File: src/rtl/controle_somador_serial.sv
// Bit-serial adder: one full-adder cell processes operands LSB first, one bit per clock.
// Optional build macro SERIAL_SUB_EN adds a 'sub' input that turns the operation into a - b.

module somador_completo (
    input  logic i_a,
    input  logic i_b,
    input  logic i_c,
    output logic o_s,
    output logic o_c
);
    assign o_s = i_a ^ i_b ^ i_c;
    assign o_c = (i_a & i_b) | (i_c & (i_a ^ i_b));
endmodule

module controle_somador_serial #(
    parameter int WIDTH = 8
) (
    input  logic             clock,
    input  logic             reset,
    input  logic             start,
    input  logic [WIDTH-1:0] a,
    input  logic [WIDTH-1:0] b,
    input  logic             carry_in,
`ifdef SERIAL_SUB_EN
    input  logic             sub,
`endif
    output logic             busy,
    output logic             done,
    output logic [WIDTH-1:0] sum,
    output logic             carry_out,
    output logic             overflow
);
    localparam int CW = $clog2(WIDTH) + 1;
    localparam logic [CW-1:0] LAST = CW'(WIDTH - 1);

    typedef enum logic [1:0] {S_IDLE, S_RUN, S_DONE} state_t;

    state_t           r_state;
    state_t           w_next;
    logic [WIDTH-1:0] r_a_sr;
    logic [WIDTH-1:0] r_b_sr;
    logic [WIDTH-1:0] r_res;
    logic [WIDTH-1:0] r_sum;
    logic [CW-1:0]    r_cnt;
    logic             r_carry;
    logic             r_cout;
    logic             r_ovf;
    logic             r_sub;
    logic             w_sub_in;
    logic             w_accept;
    logic             w_last;
    logic             w_b_bit;
    logic             w_s;
    logic             w_c;

`ifdef SERIAL_SUB_EN
    assign w_sub_in = sub;
`else
    assign w_sub_in = 1'b0;
`endif

    assign w_accept = (r_state == S_IDLE) && start;
    assign w_last   = (r_state == S_RUN) && (r_cnt == LAST);
    // Subtraction is a + ~b + 1: invert B bits here, the +1 comes from the seeded carry.
    assign w_b_bit  = r_b_sr[0] ^ r_sub;

    somador_completo u_fa (
        .i_a (r_a_sr[0]),
        .i_b (w_b_bit),
        .i_c (r_carry),
        .o_s (w_s),
        .o_c (w_c)
    );

    always_ff @(posedge clock) begin
        if (reset) begin
            r_state <= S_IDLE;
        end else begin
            r_state <= w_next;
        end
    end

    always_comb begin
        w_next = r_state;
        case (r_state)
            S_IDLE:  if (start) w_next = S_RUN;
            S_RUN:   if (r_cnt == LAST) w_next = S_DONE;
            S_DONE:  w_next = S_IDLE;
            default: w_next = S_IDLE;
        endcase
    end

    always_ff @(posedge clock) begin
        if (reset) begin
            r_a_sr  <= '0;
            r_b_sr  <= '0;
            r_res   <= '0;
            r_sum   <= '0;
            r_cnt   <= '0;
            r_carry <= 1'b0;
            r_cout  <= 1'b0;
            r_ovf   <= 1'b0;
            r_sub   <= 1'b0;
        end else if (w_accept) begin
            r_a_sr  <= a;
            r_b_sr  <= b;
            r_cnt   <= '0;
            r_sub   <= w_sub_in;
            r_carry <= w_sub_in ? 1'b1 : carry_in;
        end else if (r_state == S_RUN) begin
            r_a_sr  <= {1'b0, r_a_sr[WIDTH-1:1]};
            r_b_sr  <= {1'b0, r_b_sr[WIDTH-1:1]};
            r_res   <= {w_s, r_res[WIDTH-1:1]};
            r_carry <= w_c;
            r_cnt   <= r_cnt + 1'b1;
            // On the MSB, r_carry still holds the carry into that bit.
            if (w_last) begin
                r_sum  <= {w_s, r_res[WIDTH-1:1]};
                r_cout <= w_c;
                r_ovf  <= r_carry ^ w_c;
            end
        end
    end

    assign busy      = (r_state != S_IDLE);
    assign done      = (r_state == S_DONE);
    assign sum       = r_sum;
    assign carry_out = r_cout;
    assign overflow  = r_ovf;
endmodule

File: config.mk
export PLATFORM = sky130hd
export DESIGN_NAME = controle_somador_serial
export DESIGN_NICKNAME = d
export VERILOG_FILES = /design/src/rtl/controle_somador_serial.sv
export SDC_FILE = /design/constraint.sdc
export NUM_CORES = 1
export LEC_CHECK = 0
export BUFFER_PORTS_ARGS = -buffer_cell sky130_fd_sc_hd__buf_2
export CORE_MARGIN = 4
export CORE_UTILIZATION = 54
export CTS_CLUSTER_SIZE = 8
export DETAILED_ROUTE_END_ITERATION = 8
export PLACE_DENSITY = 0.79
export SETUP_SLACK_MARGIN = 0.15
export SLEW_MARGIN = 20
export SYNTH_ARGS = -nofsm -noshare
export SYNTH_HDL_FRONTEND = slang
export SYNTH_SLANG_ARGS = --single-unit
File: constraint.sdc
create_clock -name clock -period 1.5 [get_ports clock]
set_input_delay 0.15 -clock clock [delete_from_list [all_inputs] [get_ports clock]]
set_output_delay 0.15 -clock clock [all_outputs]
set_load 0.05 [all_outputs]
==> results.json, run 1 <==
{
  "nets": 273,
  "wl_um": 4294,
  "cpMostUsedCell": "buf_8",
  "grt_use_total_pct": 21.68,
  "drcViolationCount": 0,
  "cts_root_buf": "clkbuf_4",
  "drt-pass1-iter-count": 4,
  "grt_max_degree": 32,
  "layout-drive-gt1-share_pct": 35.32,
  "synth_top_area_share_pct": 45.52,
  "finalSetupTns_ns": 0,
  "cts.htree.levels": 2,
  "status": "completed",
  "place_ws_ns": 0.1429,
  "crit_slowest_cell": "dfxtp_4",
  "clock_latency_ns": 0.36,
  "power.share.combinational_pct": 17.3,
  "cp.required_ns": 1.35,
  "cp.arrival_ns": 1.25,
  "ioPinCount": 32,
  "grt_antenna_before_repair": 0,
  "synth_cell_types": 32,
  "overflow": 0,
  "grt_first_pass_wirelength_um": 6975,
  "p_clk_share_pct": 27.9,
  "drt_iter0_markers": 82,
  "netlist_instances": 208,
  "viasPerCell": 5.584,
  "power_density_nw_per_um2": 933.2,
  "fin_ws_ns": 0.09883,
  "cts_tree": "built",
  "port-buffer-count": 31,
  "core_sq_um": 3078,
  "start_util_pct": 57.15,
  "worst_clock_skew_ns": 0.009000,
  "cts_max_path_buffers": 2,
  "cp_cell_sequence": "buf_8 -> or2_4 -> buf_8",
  "peakVddDrop_uv": 661.8,
  "ys_seq_area_share_pct": 45.52,
  "setup_violations": 0,
  "power_mw": 2.092,
  "worst_pin_slew_ns": 0.5261,
  "ant_nets": 0,
  "path_clk_slew_ns": 0.12,
  "cp_max_fo": 5,
  "routedWlPerCell_um": 14.51,
  "synthesis.nets": 230,
  "ctsHoldBuffers": 0,
  "area_delta_synth_final_pct": 27.45,
  "timing.fmax_mhz": 713.7,
  "max_slew_margin_pct": 64.93,
  "cts_sinks": 40,
  "p_sw_mw": 0.5827,
  "yosysTopAreaCell": "dfxtp_1",
  "die_area_sq_um": 4235,
  "syn_avg_cell_area_sq_um": 8.458,
  "die_h_um": 65.08,
  "final-hold-violation-count": 0,
  "period_needed_ns": 1.401,
  "grt_setup_unrepaired": "yes",
  "period_share_pct": 93.41,
  "dp_hpwl_um": 2459,
  "critPathLaunchType": "flip-flop",
  "row_count": 20,
  "antennaDiodeCount": 0,
  "switching_share_pct": 27.85,
  "ys.warnings.count": 0,
  "setup.worst_path.end_class": "primary output",
  "die_w_um": 65.08,
  "slew_violations": 0,
  "numCtsBuffers": 5,
  "num_vias": 1653,
  "grt_pass1_vias": 1539,
  "yosys-top-cells-area": "dfxtp_1, a21oi_1, nand2_1, nor2_1, nand3_1",
  "p_seq_share_pct": 54.8,
  "drv_cap": 0,
  "critPathMaxStageDelay_ns": 0.38,
  "place_congestion": 0.7319,
  "p_int_mw": 1.510,
  "netlist_area_sq_um": 1759,
  "ys_ff_latch": 40,
  "p_leak_nw": 0.8949,
  "hp-class": "in -> reg",
  "criticalPathCategory": "reg -> out"
}
[logic make-up after synthesis]
kind of cell	synth area share, %
simple gates	20.41
compound gates	23.04
flops	45.52
buf+inv	7.112
xor+xnor	1.494
fa+ha+maj	1.849
mux	0.5690
[cell type report]
class,instances,area (sq um)
clock buffers,6,51.30
clock inverters,2,10.01
fillers,234,835.8
inverters,3,11.26
multi-input cells,146,875.8
flip-flops and latches,40,809.5
well taps,44,55.05
repair buffers,55,429.2
[power groups by stage]
stage	logic [mW]	registers (mW)	clock network (mW)
CTS	0.327	1.14	0.588
finish	0.362	1.15	0.583
global placement	0.290	1.17	0
floorplan	0.224	1.16	0
detailed placement	0.294	1.17	0
global route	0.398	1.15	0.639
[final timing paths]
check	end	startpoint	depth (start not counted)	slack (ns)
max	busy	r_state[1]	3	0.1
min	r_b_sr[7]	b[7]	3	0.02
max reg2reg	r_a_sr[6]	r_state[1]	6	0.14
min reg2reg	r_res[1]	r_res[1]	2	0.46
[flip-flops by register name, indices dropped and copies added (netlist names)]
| signal | cells |
|---|---|
| carry_out | 1 |
| r_state | 2 |
| overflow | 1 |
| r_carry | 1 |
| r_b_sr | 8 |
| r_cnt | 4 |
| r_res | 7 |
| r_a_sr | 8 |
| sum | 8 |
[Yosys cell counts (all sizes together)]
cell,instances
nand2,28
o221a,3
nand2b,2
buf,10
a311oi,2
or2,1
nand3b,2
a211oi,11
nor3,5
fa,1
or3,1
xnor2,2
dfxtp,40
and3b,1
inv,3
mux2i,1
nor2,19
nand3,12
o21ai,10
nor3b,1
or3b,2
ha,1
xor2,1
a21oi,37
nor2b,2
o21ba,1
clkbuf,9
[routing by layer]
layer,vias up,part of all wire [%],GRT usage [%]
li1,807,-,-
met1,803,44,26.11
met2,36,50,36.27
met3,7,5.0,4.159
met4,0,1.5,11.66
met5,-,0,0
[layout by cell type (no fill, tap or decap), types with 4 or more instances in the layout]
cell       n
a21oi_1   36
dfxtp_1   35
buf_2     29
nand2_1   28
nor2_1    19
buf_4     15
nand3_1   12
o21ai_0    8
a211oi_1   6
a211oi_2   5
nor3_1     5
clkbuf_4   5
buf_6      5
dfxtp_2    4
[critical path: cells and delay by family (launching register included)]
| family | cells | cell delay [ns] |
|---|---|---|
| buffers and inverters | 2 | 0.28 |
| AND/OR/NAND/NOR | 1 | 0.23 |
| flip-flops | 1 | 0.38 |
[through the flow]
step	util, %	std cells	hold slack [ns]	area [sq um]
6_report	72.85	296	0.01679	2242
5_1_grt	72.85	296	0.03235	2242
4_1_cts	70.65	294	0.005845	2175
3_5_place_dp	64.19	276	0.4010	1976
3_3_place_gp	64.19	276	0.3994	1976
2_1_floorplan	-	208	0.2860	1762
[timing repair]
item / 4_1_cts / 5_1_grt
pin swaps: 0 / 4
setup endpoints to repair: 5 / 21
gates resized for setup: 16 / 13
setup buffers: 10 / 1
gates cloned: 0 / 1
Power figures use the tool's default switching activity.
==> inputs of run 2 (changes only) <==
Settings changed: HOLD_SLACK_MARGIN from default to 0.05.
==> run 2 against run 1 <==
  * Global-route usage grew 0.34 points
  * Critical endpoint unchanged
  * Non-clock buffer count grew 4
  * Critical path depth unchanged
  * Worst setup slack gained 0.0056 ns
  * Sequential power is essentially flat
  * Clock skew hardly changed
  * Final cell count up 1.4%
==> results.json, run 2 (synthesis gave the netlist of run 1 again) <==
{
  "die_w_um": 65.08,
  "fin_ws_ns": 0.1044,
  "critPathMaxStageDelay_ns": 0.38,
  "setup.worst_path.end_class": "primary output",
  "clock_latency_ns": 0.36,
  "cts_root_buf": "clkbuf_4",
  "worst_clock_skew_ns": 0.008581,
  "grt_use_total_pct": 22.01,
  "nets": 277,
  "die_area_sq_um": 4235,
  "port-buffer-count": 31,
  "timing.fmax_mhz": 716.5,
  "hp-class": "in -> reg",
  "power_mw": 2.098,
  "die_h_um": 65.08,
  "layout.cells.most_common_list": "dfxtp_1, a21oi_1, buf_2, nand2_1, nor2_1",
  "max_slew_margin_pct": 65.15,
  "drt-pass1-iter-count": 7,
  "crit_slowest_cell": "dfxtp_4",
  "grt_pass1_vias": 1534,
  "path_clk_slew_ns": 0.12,
  "met2_usage_pct": 36.40,
  "grt_first_pass_wirelength_um": 7093,
  "fin_cells": 300,
  "wl_um": 4414,
  "cp_max_fo": 5,
  "numCtsBuffers": 5,
  "ioPinCount": 32,
  "place_congestion": 0.7319,
  "drcViolationCount": 0,
  "cts_sinks": 40,
  "ant_nets": 0,
  "mostFrequentLayoutCell": "dfxtp_1",
  "cts.htree.levels": 2,
  "grtUsageMet1_pct": 27.32,
  "status": "completed",
  "cp.arrival_ns": 1.25,
  "critPathLaunchType": "flip-flop",
  "period_needed_ns": 1.396,
  "cpMostUsedCell": "buf_8",
  "grt_max_degree": 32,
  "core_sq_um": 3078,
  "row_count": 20,
  "cts_max_path_buffers": 2,
  "slew_violations": 0,
  "area_delta_synth_final_pct": 29.09,
  "antennaDiodeCount": 0,
  "final_util_pct": 73.78,
  "drt_iter0_markers": 89,
  "period_share_pct": 93.04,
  "start_util_pct": 57.15,
  "final-hold-violation-count": 0,
  "place_ws_ns": 0.1429,
  "cp_cell_sequence": "buf_8 -> or2_4 -> buf_8",
  "top_usage_layer": "met2",
  "setup_violations": 0,
  "placedCellCount": 276,
  "num_vias": 1657,
  "power_density_nw_per_um2": 923.7,
  "rrSetupSlack_ns": 0.13,
  "layout-drive-gt1-share_pct": 34.38,
  "dp_hpwl_um": 2459,
  "criticalPathCategory": "reg -> out",
  "drv_cap": 0,
  "viasPerCell": 5.523,
  "routedWlPerCell_um": 14.71,
  "cp.required_ns": 1.35,
  "grt_antenna_before_repair": 0,
  "cts_tree": "built",
  "grt_setup_unrepaired": "yes",
  "finalSetupTns_ns": 0,
  "peakVddDrop_uv": 662.5,
  "worst_pin_slew_ns": 0.5227,
  "nFillCells": 230,
  "overflow": 0,
  "p_leak_nw": 0.9088,
  "use_met3_pct": 4.159
}
-- run 2: power by group --
part | total (mW) | internal [mW] | switching, mW | leakage, nW
Combinational | 0.367 | 0.178 | 0.189 | 0.543
Clock | 0.584 | 0.223 | 0.361 | 0.0380
Sequential | 1.15 | 1.11 | 0.0368 | 0.328
Total | 2.10 | 1.51 | 0.586 | 0.909
-- run 2: metrics by stage --
stage | hold slack, ns | area, sq um
4_1_cts | 0.06038 | 2195
5_1_grt | 0.08477 | 2271
2_1_floorplan | 0.2860 | 1762
3_3_place_gp | 0.3994 | 1976
3_5_place_dp | 0.4010 | 1976
6_report | 0.06196 | 2271
-- run 2: path summary, 6_finish.rpt --
kind | cells after the start | to | startpoint
worst min register to register | 2 | r_res[1] | r_res[1]
worst max-delay path | 3 | busy | r_state[1]
worst max register to register | 6 | r_a_sr[6] | r_state[1]
worst min-delay path | 3 | r_b_sr[5] | b[5]
-- run 2: repair_timing --
item                                    CTS  global route
endpoints found under the setup margin    5            21
gates resized for setup                  16            14
hold buffers                              2             0
pin swaps                                 0             3
hold endpoints to repair                  2             0
buffers inserted                         10             4
-- run 2: area by class of cell --
class | instances | area [sq um] | area share (%)
Multi-Input combinational cell | 146 | 875.8 | 38.57
Inverter | 3 | 11.26 | 0.4959
Tap cell | 44 | 55.05 | 2.424
Clock inverter | 2 | 10.01 | 0.4408
Clock buffer | 6 | 51.30 | 2.259
Sequential cell | 40 | 805.8 | 35.48
Timing Repair Buffer | 59 | 461.7 | 20.33
-- run 2: routing by layer --
| metal | part of all wire, % | up-vias |
|---|---|---|
| li1 | - | 815 |
| met1 | 44 | 773 |
| met2 | 47 | 58 |
| met3 | 5.6 | 11 |
| met4 | 2.9 | 0 |
| met5 | 0 | - |
-- run 2: worst max-delay path, delay by kind of cell (launching register included) --
kind                   cells  cell delay [ns]
and+or+nand+nor            1             0.23
buffers and inverters      2             0.28
DFF                        1             0.38
